[config.mk]
export PLATFORM = sky130hd
export DESIGN_NAME = instruction_fetch_unit
export DESIGN_NICKNAME = d
export VERILOG_FILES = /design/src/rtl/instruction_fetch_unit.sv
export SDC_FILE = /design/constraint.sdc
export NUM_CORES = 1
export LEC_CHECK = 0
export ABC_AREA = 0
export BUFFER_PORTS_ARGS = -buffer_cell sky130_fd_sc_hd__buf_2
export CELL_PAD_IN_SITES_DETAIL_PLACEMENT = 0
export CELL_PAD_IN_SITES_GLOBAL_PLACEMENT = 1
export CORE_MARGIN = 8
export CORE_UTILIZATION = 35
export CTS_CLUSTER_SIZE = 16
export DETAILED_ROUTE_END_ITERATION = 12
export PLACE_DENSITY = 0.85
export SYNTH_ARGS = -nofsm -noshare
export SYNTH_HDL_FRONTEND = slang
export SYNTH_SLANG_ARGS = --single-unit
[constraint.sdc]
create_clock -name clk -period 2 [get_ports clk]
set_input_delay 0.2 -clock clk [delete_from_list [all_inputs] [get_ports clk]]
set_output_delay 0.2 -clock clk [all_outputs]
set_load 0.02 [all_outputs]
[src/rtl/instruction_fetch_unit.sv]
// Fetch stage: takes the next PC, runs a req/ack read against instruction memory,
// and hands the word plus its PC to decode over valid/ready, back-pressuring the PC source.
module instruction_fetch_unit #(
    parameter int                    ADDR_WIDTH = 32,
    parameter int                    DATA_WIDTH = 32,
    parameter int                    TIMEOUT    = 15,
    parameter logic [DATA_WIDTH-1:0] NOP        = '0
) (
    input  logic                  clk,
    input  logic                  rst,
    input  logic [ADDR_WIDTH-1:0] addr,
    input  logic                  addr_valid,
    output logic                  stall,
    output logic                  imem_req,
    output logic [ADDR_WIDTH-1:0] imem_addr,
    input  logic [DATA_WIDTH-1:0] imem_rdata,
    input  logic                  imem_ack,
    output logic [DATA_WIDTH-1:0] instruction,
    output logic [ADDR_WIDTH-1:0] pc_out,
    output logic                  instr_valid,
    input  logic                  instr_ready,
    input  logic                  flush,
    output logic                  fetch_err
);

    // state | meaning
    // IDLE  | no fetch outstanding, ready to accept a PC
    // REQ   | request outstanding, result will be presented
    // DROP  | request outstanding after flush, result discarded
    // HOLD  | instruction presented to decode, waiting for ready
    // ERR   | timeout or misaligned PC, terminal until reset
    typedef enum logic [2:0] {S_IDLE, S_REQ, S_DROP, S_HOLD, S_ERR} state_t;

    localparam int CNT_W = ($clog2(TIMEOUT + 1) < 4) ? 4 : $clog2(TIMEOUT + 1);

    state_t             state, state_next;
    logic [CNT_W-1:0]   cnt;
    logic               can_take;
    logic               accept;
    logic               aligned;
    logic               timeout_hit;
    logic               in_flight;
    logic               in_flight_next;

    assign can_take       = (state == S_IDLE) || ((state == S_HOLD) && instr_ready);
    assign accept         = addr_valid && !flush && can_take;
    assign aligned        = (addr[1:0] == 2'b00);
    assign timeout_hit    = (cnt == CNT_W'(TIMEOUT - 1));
    assign in_flight      = (state == S_REQ) || (state == S_DROP);
    assign in_flight_next = (state_next == S_REQ) || (state_next == S_DROP);

    always_ff @(posedge clk or negedge rst) begin
        if (!rst) begin
            state <= S_IDLE;
        end else begin
            state <= state_next;
        end
    end

    always_comb begin
        state_next = state;
        case (state)
            S_IDLE: begin
                if (accept) state_next = aligned ? S_REQ : S_ERR;
            end
            S_REQ: begin
                if (imem_ack)         state_next = flush ? S_IDLE : S_HOLD;
                else if (flush)       state_next = S_DROP;
                else if (timeout_hit) state_next = S_ERR;
            end
            S_DROP: begin
                if (imem_ack)         state_next = S_IDLE;
                else if (timeout_hit) state_next = S_ERR;
            end
            S_HOLD: begin
                if (flush)            state_next = S_IDLE;
                else if (instr_ready) state_next = accept ? (aligned ? S_REQ : S_ERR) : S_IDLE;
            end
            S_ERR:   state_next = S_ERR;
            default: state_next = S_IDLE;
        endcase
    end

    always_comb begin
        imem_req    = in_flight;
        instr_valid = (state == S_HOLD);
        fetch_err   = (state == S_ERR);
        stall       = !can_take || flush;
    end

    // The timeout budget carries across REQ -> DROP; it restarts only when the request ends.
    always_ff @(posedge clk or negedge rst) begin
        if (!rst) begin
            imem_addr   <= '0;
            pc_out      <= '0;
            instruction <= NOP;
            cnt         <= '0;
        end else begin
            if (accept && aligned) begin
                imem_addr <= addr;
                pc_out    <= addr;
            end
            if ((state == S_REQ) && imem_ack && !flush) begin
                instruction <= imem_rdata;
                pc_out      <= imem_addr;
            end
            if ((state == S_HOLD) && flush) begin
                instruction <= NOP;
            end
            if (in_flight && in_flight_next) begin
                cnt <= cnt + CNT_W'(1);
            end else begin
                cnt <= '0;
            end
        end
    end

endmodule

==> metrics, run 1 <==
setup_tns 0 ns; clk sinks roughly 100; Synthesis Warnings 0; post-synthesis area per instance about 10 um^2; Final period util 92.0%; Max-cap violations 0; Final Slew Violations 0; post-synthesis sequential area ratio between 60% and 70%; Ports between 150 and 200; design area 5410 um^2; CP arrival a little over 2 ns; Yosys cell types 32; pwr dens between 1000 and 1500 nW/um^2; grt ovf 0; Final Net Count 631; Worst-Margin Slew about 0.40 ns; clock slew at reported path FFs roughly 0.070 ns; first-pass GRT wire length 18100 um; slowest stage cell, crit path or4_1; Clock Tree Buf Depth 2; Antenna Nets Post-Route 0; Fin. Hold Viols 0; Pleak 3.08 nW; FF+latch count, synth 103; Critical Path Max Stage Delay 0.42 ns; DR vias 3430; Mapped Nets between 400 and 500; Cells after DPL 690; WL per Instance ~16 um; Die ar. 15100 um^2; final setup violation count 0; Crit Path Category reg -> reg; multiplexer share of the synthesized area 0.250%; FP Rows 39; GRT Total Usage 15.0%; Crit. End Element register; port bufs 169; XOR/XNOR share of the synthesized area 0.657%; Clock Skew 0.00673 ns; GPL Wtd Cong 0.799; status complete, no violations; maximum vdd drop ~0.55 mV; H-tree depth 3; adder-cell area share of the yosys netlist 0.625%; area grow syn2layout 35.1%; die height around 120 um; Req. time, crit path 2.20 ns; cells along the critical path inv_1 -> ha_1 -> and3_1 -> or4_1 -> o211ai_2 -> xnor2_1 -> nor3_1; Inserted Diodes 0; DP Area 5080 um^2; main combinational cell family by area after synthesis simple AND/OR/NAND/NOR gates; Num CTS Buffers 9; post-synth top area share 64.4%; synth top area cells dfrtp_1 64%, nand2_1 15%, a22o_1 7.0%, nand3_1 4.0%, clkbuf_1 1.3%; clk_lat worst skew 0.34 ns; dominant cell type by area after synthesis dfrtp_1; Starting Density 35.5%; 1st-pass router iterations 4; Final Util 48.0%; share of layout cells above drive strength 1 between 30% and 40%; HPWL after DPL 8250 um; area fraction in compound gates after synthesis 9.32%; minimum clock period 1.84 ns; post-synthesis simple-gate area fraction 22.6%; post-synthesis cell count 387; hold crit path type in -> reg; DRC viols 0; Die Wd 123 um; startpoint types register; unrepaired setup endpoints after global routing false; total core area 11300 um^2; Cell Area, Synth 4000 um^2; worst-path fanout max 4; Layout Cells excl Fill slightly above 700; clk root buf clkbuf_16; Max Fclk 543 MHz; wirelength, routed 11300 um; Power Total around 6.7 mW; largest net degree at the start of global routing 54; initial drt markers approximately 170; Post-CTS Setup Inserts 0; vias per inst 4.85; worst rel slew slack 73.5%; CTS tree built; vias in the first global route 3633; initial antenna violation count 0
==> worst max-delay path, delay by kind of cell (launching register included) <==
kind | cells | cell delay [ns]
and+or+nand+nor | 3 | 0.73
DFF | 1 | 0.40
xor gates and xnor gates | 1 | 0.24
adders and majority gates | 1 | 0.18
AOI/OAI and AO/OA | 1 | 0.11
buffers and inverters | 1 | 0.06
==> repair_timing <==
action                                  4_1_cts  5_1_grt
hold buffers                                  1        0
endpoints found under the setup margin        0        1
gates resized for setup                       0        1
endpoints found under the hold margin        17        0
==> metrics by stage <==
step                      hold slack, ns  setup slack, ns
final                             0.0718            0.160
after global routing              0.0743           0.0360
after CTS                         0.0623            0.161
after detailed placement          0.0936            0.175
after global placement            0.0916            0.247
after floorplan                  -0.0956            0.324
==> cell families (layout without fill, tap and decap cells) <==
| logic type | Yosys count | count (layout) |
|---|---|---|
| AOI/OAI and AO/OA | 44 | 44 |
| xor gates and xnor gates | 3 | 3 |
| and+or+nand+nor | 213 | 213 |
| buffers and inverters | 21 | 198 |
| adders and majority gates | 2 | 2 |
| DFF | 103 | 103 |
| muxes | 1 | 1 |
==> layer usage <==
metal | global-route usage, % | vias to the layer above | share of wire, %
li1 | - | 1632 | -
met4 | 6.93 | 0 | 2.0
met3 | 4.06 | 17 | 7.3
met5 | 0 | - | 0
met2 | 24.4 | 115 | 49
met1 | 18.4 | 1666 | 42
==> state kept, by name, indices dropped and copies added, names as in the netlist <==
signal       cells
cnt              4
pc_out          32
instruction     32
imem_addr       32
state            3
==> power breakdown <==
group	switching, mW	leakage, nW	internal, mW
clock	0.749	0.150	1.10
combinational	1.22	1.56	0.663
sequential	0.356	1.37	2.62
total	2.32	3.08	4.39
==> synthesized netlist by cell type <==
cell,number
a21o_1,1
a21oi_1,2
a22o_1,32
a32oi_1,1
and2_1,3
and3_1,2
and3b_1,1
buf_2,5
clkbuf_1,14
dfrtp_1,103
ha_1,2
inv_1,2
mux2i_1,1
nand2_1,156
nand2b_1,2
nand2b_4,1
nand3_1,32
nor2_1,6
nor2b_1,1
nor3_1,4
nor3b_1,1
nor4b_2,1
o2111a_1,1
o2111ai_2,1
o211ai_1,1
o211ai_2,1
o21ai_0,4
or2b_1,1
or3_1,1
or4_1,1
xnor2_1,2
xor2_1,1
==> cell usage in the layout (no fill, tap or decap), types with 2 or more instances in the layout <==
cell,netlist,final
nor3_1,4,4
and3_1,2,2
buf_12,0,2
o21ai_0,4,4
xnor2_1,2,2
buf_4,0,8
nand3_1,32,32
dfrtp_1,103,103
nand2_1,156,156
buf_2,5,168
inv_1,2,2
bufinv_16,0,2
clkbuf_1,14,2
nor2_1,6,5
clkbuf_16,0,9
a22o_1,32,32
and2_1,3,3
ha_1,2,2
nand2b_1,2,2
==> final cells by class <==
class,instances,area [um^2]
multi-input cells,263,1370
repair buffers,180,962
inverters,2,7.51
clock inverters,5,81.3
clock buffers,11,233
well taps,143,179
fillers,1048,5870
flip-flops and latches,103,2580
==> worst paths after layout <==
path                       startpoint              to  slack (ns)  cells after the start
min in group asynchronous         rst      pc_out[15]        0.28                      2
setup reg to reg               cnt[0]          cnt[2]        0.16                      7
hold reg to reg            pc_out[24]      pc_out[24]        0.48                      2
setup / recovery               cnt[0]          cnt[2]        0.16                      7
hold / removal                addr[5]    imem_addr[5]        0.07                      3
max in group asynchronous         rst  instruction[4]        1.03                      3
(Power assumes the default switching activity.)
==> run 2: changes to the inputs <==
Settings changed: GPL_ROUTABILITY_DRIVEN set to 0, RECOVER_POWER set to 100.
==> run 2 against run 1 <==
  * Flip-flop and latch count unchanged
  * Combinational power decreased by 8%
  * Total power decreased by 2.1%
  * Clock skew decreased by 0.00070 ns
  * Register-to-register slack about the same
  * Maximum frequency increased by 0.12%
  * Largest power group unchanged
  * Highest routed layer unchanged
==> metrics, run 2 (synthesized netlist as in run 1, its figures left out) <==
Crit Path Category reg -> reg (unchanged); cells along the critical path inv_1 -> ha_1 -> and3_1 -> or4_1 -> o211ai_2 -> xnor2_1 -> nor3_1 (unchanged); clock slew at reported path FFs 0.07 ns (about the same); DRC viols 0 (unchanged); NetSw 2.34 mW (was 2.32 mW); H-tree depth 3 (unchanged); startpoint types register (unchanged); Die ar. 15100 um^2 (unchanged); Power Total 6.57 mW (was 6.71 mW); commonest non-fill, non-tap cells in the layout 156 x nand2_1, 104 x clkbuf_1, 103 x dfrtp_1 (was 168 x buf_2, 156 x nand2_1, 103 x dfrtp_1); switching part of the total 35.6% (was 34.6%); pwr dens 1250 nW/um^2 (was 1240 nW/um^2); Clock Tree Buf Depth 2 (unchanged); largest net degree at the start of global routing 54 (unchanged); WL per Instance 15.9 um (about the same); worst rel slew slack 30.7% (was 73.5%); Max Fclk 544 MHz (was 543 MHz); die height 123 um (unchanged); slowest stage cell, crit path or4_1 (unchanged); vias per inst 4.85 (about the same); Ports 170 (unchanged); GRT Total Usage 15.0% (unchanged); first-pass GRT wire length 18100 um (unchanged); CTS tree built (unchanged); Starting Density 35.5% (unchanged); hold crit path type in -> reg (unchanged); status complete, no violations (unchanged); grt ovf 0 (unchanged); Inserted Diodes 0 (unchanged); Final Util 46.7% (was 48.0%); Comb pwr share 26.3% (was 28.0%); CP top delay family simple AND/OR/NAND/NOR gates (unchanged); maximum vdd drop 0.534 mV (was 0.549 mV); vias in the first global route 3633 (unchanged); clk root buf clkbuf_16 (unchanged); minimum clock period 1.84 ns (about the same); port bufs 169 (unchanged); Pleak 2.68 nW (was 3.08 nW); DR vias 3427 (was 3430); area grow syn2layout 31.5% (was 35.1%); initial antenna violation count 0 (unchanged); final setup violation count 0 (unchanged); Antenna Nets Post-Route 0 (unchanged); unrepaired setup endpoints after global routing false (unchanged); design area 5260 um^2 (was 5410 um^2); Fin. Hold Viols 0 (unchanged); Num CTS Buffers 9 (unchanged); Die Wd 123 um (unchanged); Final Net Count 631 (unchanged); Req. time, crit path 2.20 ns (about the same); clk sinks 103 (unchanged); FP Rows 39 (unchanged); Final period util 91.9% (was 92.0%); wirelength, routed 11300 um (about the same); most common cell after layout, fill and taps aside nand2_1 (was buf_2); Seq pwr share 45.6% (was 44.4%); Final Slew Violations 0 (unchanged); Max-cap violations 0 (unchanged); setup_tns 0 ns (unchanged); CP arrival 2.04 ns (was 2.05 ns); 1st-pass router iterations 5 (was 4); CP bufs+invs 1 (unchanged); worst-path fanout max 4 (unchanged); Clock Skew 0.00603 ns (was 0.00673 ns); Clock power frac 28.1% (was 27.6%); Crit. End Element register (unchanged); share of layout cells above drive strength 1 17.2% (was 35.3%); clk_lat worst skew 0.34 ns (about the same); total core area 11300 um^2 (unchanged); HPWL after DPL 8250 um (unchanged); Post-CTS Setup Inserts 0 (unchanged); initial drt markers 190 (was 174); internal cell power 4.23 mW (was 4.39 mW); DP Area 5080 um^2 (unchanged); Largest regs imem_addr: 32 flops, instruction: 32 flops, pc_out: 32 flops (unchanged); Critical Path Max Stage Delay 0.42 ns (about the same); Worst-Margin Slew 1.04 ns (was 0.396 ns)
## run 2: changes by cell type in the layout (fill, tap and decap cells not counted)
cell	change
clkbuf_1	+102
buf_2	-100
buf_4	-6
clkbuf_4	+3
and2_0	+1
and2_1	-1
buf_12	-1
buf_6	+1
clkbuf_2	+1
## run 2: stage by stage
step	std cells	hold slack, ns	setup WS [ns]
floorplan	387	-0.0956	0.324
global placement	690	0.0916	0.247
detailed placement	690	0.0936	0.175
CTS	707	0.0623	0.161
global route	707	0.0743	0.0311
finish	707	0.0716	0.162
## run 2: timing repair
| item | 4_1_cts | 5_1_grt |
|---|---|---|
| endpoints found under the setup margin | 0 | 1 |
| resized for setup | 0 | 1 |
| hold endpoints to repair | 17 | 0 |
| hold buffers | 1 | 0 |
## run 2: cell type report
type / count / area, um^2
clock buffers: 11 / 233
clock inverters: 5 / 81.3
fillers: 1097 / 6010
inverters: 2 / 7.51
multi-input cells: 263 / 1370
flip-flops and latches: 103 / 2580
well taps: 143 / 179
repair buffers: 180 / 818
## run 2: power groups by stage
stage | Clock, mW | Combinational (mW) | Sequential, mW
6_report | 1.85 | 1.73 | 3.00
5_1_grt | 1.97 | 1.91 | 3.06
4_1_cts | 1.90 | 1.92 | 2.98
3_5_place_dp | 0 | 1.93 | 3.00
3_3_place_gp | 0 | 1.88 | 2.99
2_1_floorplan | 0 | 0.407 | 3.64
## run 2: worst paths after layout
path,start,to,slack [ns],cells past startpoint
max reg2reg,cnt[0],cnt[2],0.16,7
max,cnt[0],cnt[2],0.16,7
min in group asynchronous,rst,pc_out[15],0.56,2
max in group asynchronous,rst,instruction[4],0.34,3
min,addr[5],imem_addr[5],0.07,3
min reg2reg,pc_out[24],pc_out[24],0.48,2
## run 2: worst min-delay path, stage by stage
cell and delay [ns]:
buf_2 0.07, nand2_1 0.05, nand2_1 0.05
## run 2: routing by layer
layer / GRT usage [%] / up-vias / routed length, um
met5: 0 / - / 0
met4: 6.93 / 0 / 249
met3: 4.06 / 19 / 815
met2: 24.4 / 119 / 5450
met1: 18.4 / 1653 / 4730
li1: - / 1636 / -
==> run 3: changes to the inputs <==
Settings changed: ABC_AREA 0 to 1, CORE_UTILIZATION 35 to 36, PLACE_DENSITY 0.85 to 0.86.
==> run 3 against run 2 <==
  * Largest cell class unchanged
  * Sequential power grew 7.0%
  * Count of clock-buffer cells in the layout decreased by 2
  * Critical path type unchanged
  * Clock skew decreased by 0.00092 ns
  * Critical path depth is 1 lower
  * Design area increased by 3.2%
  * Routed wire length up 7.3%
  * First-iteration DRC count increased by 36%
  * Area after synthesis rose by 9.6%
  * Critical endpoint is now instruction[28]
  * Flip-flop and latch count unchanged
==> metrics, run 3 <==
clk_lat worst skew 0.34 ns (about the same); Power Total 7.56 mW (was 6.57 mW); Starting Density 36.7% (was 35.5%); worst-path fanout max 32 (was 4); cells along the critical path inv_1 -> nor2_1 -> nand2_1 -> clkbuf_2 -> nand3_1 -> nand2_1 (was inv_1 -> ha_1 -> and3_1 -> or4_1 -> o211ai_2 -> xnor2_1 -> nor3_1); vias per inst 4.80 (was 4.85); GRT Total Usage 14.8% (was 15.0%); ys async rst share 100% (unchanged); slowest stage cell, crit path dfrtp_1 (was or4_1); Antenna Nets Post-Route 0 (unchanged); Worst-Margin Slew 1.29 ns (was 1.04 ns); Max-cap violations 0 (unchanged); Mapped Nets 518 (was 459); Pleak 2.76 nW (was 2.68 nW); clock slew at reported path FFs 0.07 ns (about the same); Die Wd 126 um (was 123 um); WL per Instance 15.8 um (was 15.9 um); Clock Skew 0.00512 ns (was 0.00603 ns); setup_tns 0 ns (unchanged); Final period util 91.9% (about the same); Largest regs imem_addr: 32 flops, instruction: 32 flops, pc_out: 32 flops (unchanged); startpoint types register (unchanged); minimum clock period 1.84 ns (about the same); Post-CTS Setup Inserts 0 (unchanged); Crit. End Element register (unchanged); H-tree depth 3 (unchanged); Final Net Count 685 (was 631); Die ar. 16000 um^2 (was 15100 um^2); Synthesis Warnings 0 (unchanged); first-pass GRT wire length 19400 um (was 18100 um); DRC viols 0 (unchanged); grt ovf 0 (unchanged); Max Fclk 544 MHz (about the same); post-synthesis area per instance 9.83 um^2 (was 10.3 um^2); design area 5430 um^2 (was 5260 um^2); most frequent CP cell nand2_1; port bufs 169 (unchanged); initial antenna violation count 0 (unchanged); wirelength, routed 12100 um (was 11300 um); Critical Path Max Stage Delay 0.53 ns (was 0.42 ns); worst rel slew slack 14.2% (was 30.7%); HPWL after DPL 8840 um (was 8250 um); 1st-pass router iterations 4 (was 5); Ports 170 (unchanged); clk sinks 103 (unchanged); commonest non-fill, non-tap cells in the layout 147 x nand2_1, 103 x dfrtp_1, 100 x clkbuf_1 (was 156 x nand2_1, 104 x clkbuf_1, 103 x dfrtp_1); share of layout cells above drive strength 1 18.9% (was 17.2%); post-synthesis cell count 446 (was 387); most common cell after layout, fill and taps aside nand2_1 (unchanged); Clock Tree Buf Depth 2 (unchanged); Final Slew Violations 0 (unchanged); hold crit path type in -> reg (unchanged); largest net degree at the start of global routing 104 (was 54); status complete, no violations (unchanged); clk root buf clkbuf_16 (unchanged); FP Rows 40 (was 39); die height 126 um (was 123 um); DR vias 3670 (was 3427); synth top area cells dfrtp_1 59%, nand2_1 12%, nand3_1 4.6%, inv_1 3.3%, o211ai_1 3.3% (was dfrtp_1 64%, nand2_1 15%, a22o_1 7.0%, nand3_1 4.0%, clkbuf_1 1.3%); Req. time, crit path 2.21 ns (was 2.20 ns); Num CTS Buffers 9 (unchanged); DP Area 5390 um^2 (was 5080 um^2); initial drt markers 258 (was 190); Post-synth EDFFs 0 (unchanged); CP arrival 2.05 ns (was 2.04 ns); Main synth FF type dfrtp_1 (unchanged); top-count cell post-synth nand2_1 (unchanged); total core area 12000 um^2 (was 11300 um^2); Crit Path Category reg -> reg (unchanged); PostCTS Resize Cnt 0 (unchanged); Cell Area, Synth 4380 um^2 (was 4000 um^2); synth cell count leaders 138 x nand2_1, 103 x dfrtp_1, 40 x nand3_1 (was 156 x nand2_1, 103 x dfrtp_1, 32 x a22o_1, 32 x nand3_1, 14 x clkbuf_1); CTS Hold Bufs 1 (unchanged); final setup violation count 0 (unchanged); area grow syn2layout 23.9% (was 31.5%); maximum vdd drop 0.431 mV (was 0.534 mV); Yosys cell types 30 (was 32); CTS tree built (unchanged); vias in the first global route 3844 (was 3633); post-synth top area share 58.8% (was 64.4%); Inserted Diodes 0 (unchanged); pwr dens 1390 nW/um^2 (was 1250 nW/um^2); post-synthesis sequential area ratio 58.8% (was 64.4%); dominant cell type by area after synthesis dfrtp_1 (unchanged); unrepaired setup endpoints after global routing false (unchanged); Fin. Hold Viols 0 (unchanged); FF+latch count, synth 103 (unchanged)
run 3: cell count changes after synthesis, sizes merged, moves of 6 or more:
cell / change
a22o: -30
buf: +9
clkbuf: -6
inv: +41
nand3: +10
nor2: +9
o211ai: +27
o21ai: +26
run 3: worst max-delay path: cells and delay by family, from the launching register on:
family                 cells  cell delay, ns
DFF                        1            0.53
buffers and inverters      2            0.53
and+or+nand+nor            4            0.64
run 3: logic make-up after synthesis:
| family | Yosys count | synth area share (%) |
|---|---|---|
| xor+xnor | 2 | 0.400 |
| simple gates | 211 | 22.6 |
| buf+inv | 65 | 6.51 |
| compound gates | 63 | 11.2 |
| fa+ha+maj | 2 | 0.571 |
| flops | 103 | 58.8 |
run 3: worst paths after layout:
path	slack, ns	depth (start not counted)	from	to
max in group asynchronous	0.40	3	rst	imem_addr[0]
min in group asynchronous	0.80	3	rst	imem_addr[30]
max reg2reg	0.16	6	state[1]	instruction[28]
max	0.16	6	state[1]	instruction[28]
min reg2reg	0.50	1	cnt[0]	cnt[0]
min	0.06	3	imem_rdata[11]	instruction[11]
run 3: layout make-up:
cell class                 count  area, um^2
clock buffer                   9         225
clock inverter                 7        78.8
fill                        1227        6530
inverter                      43         161
multi-input combinational    278        1390
sequential                   103        2580
tap                          147         184
timing repair buffer         178         816
run 3: where the power goes:
part	switching, mW	internal, mW	total (mW)
clock	0.796	0.987	1.78
sequential	0.428	2.78	3.21
combinational	1.83	0.742	2.57
run 3: stage by stage:
step | hold WS (ns) | utilization [%] | cells | worst slack (ns)
floorplan | -0.0956 | - | 446 | 0.513
detailed placement | 0.322 | 45.1 | 748 | 0.245
global placement | 0.306 | 45.1 | 748 | 0.311
global route | 0.0594 | 45.4 | 765 | 0.0278
CTS | 0.0449 | 47.7 | 765 | 0.216
finish | 0.0615 | 45.4 | 765 | 0.162
run 3: layer usage:
layer	GRT usage, %	vias up	share of wire, %
li1	-	1783	-
met1	19.0	1736	45
met2	23.9	141	47
met3	4.11	10	7.3
met4	4.46	0	1.0
met5	0	-	0
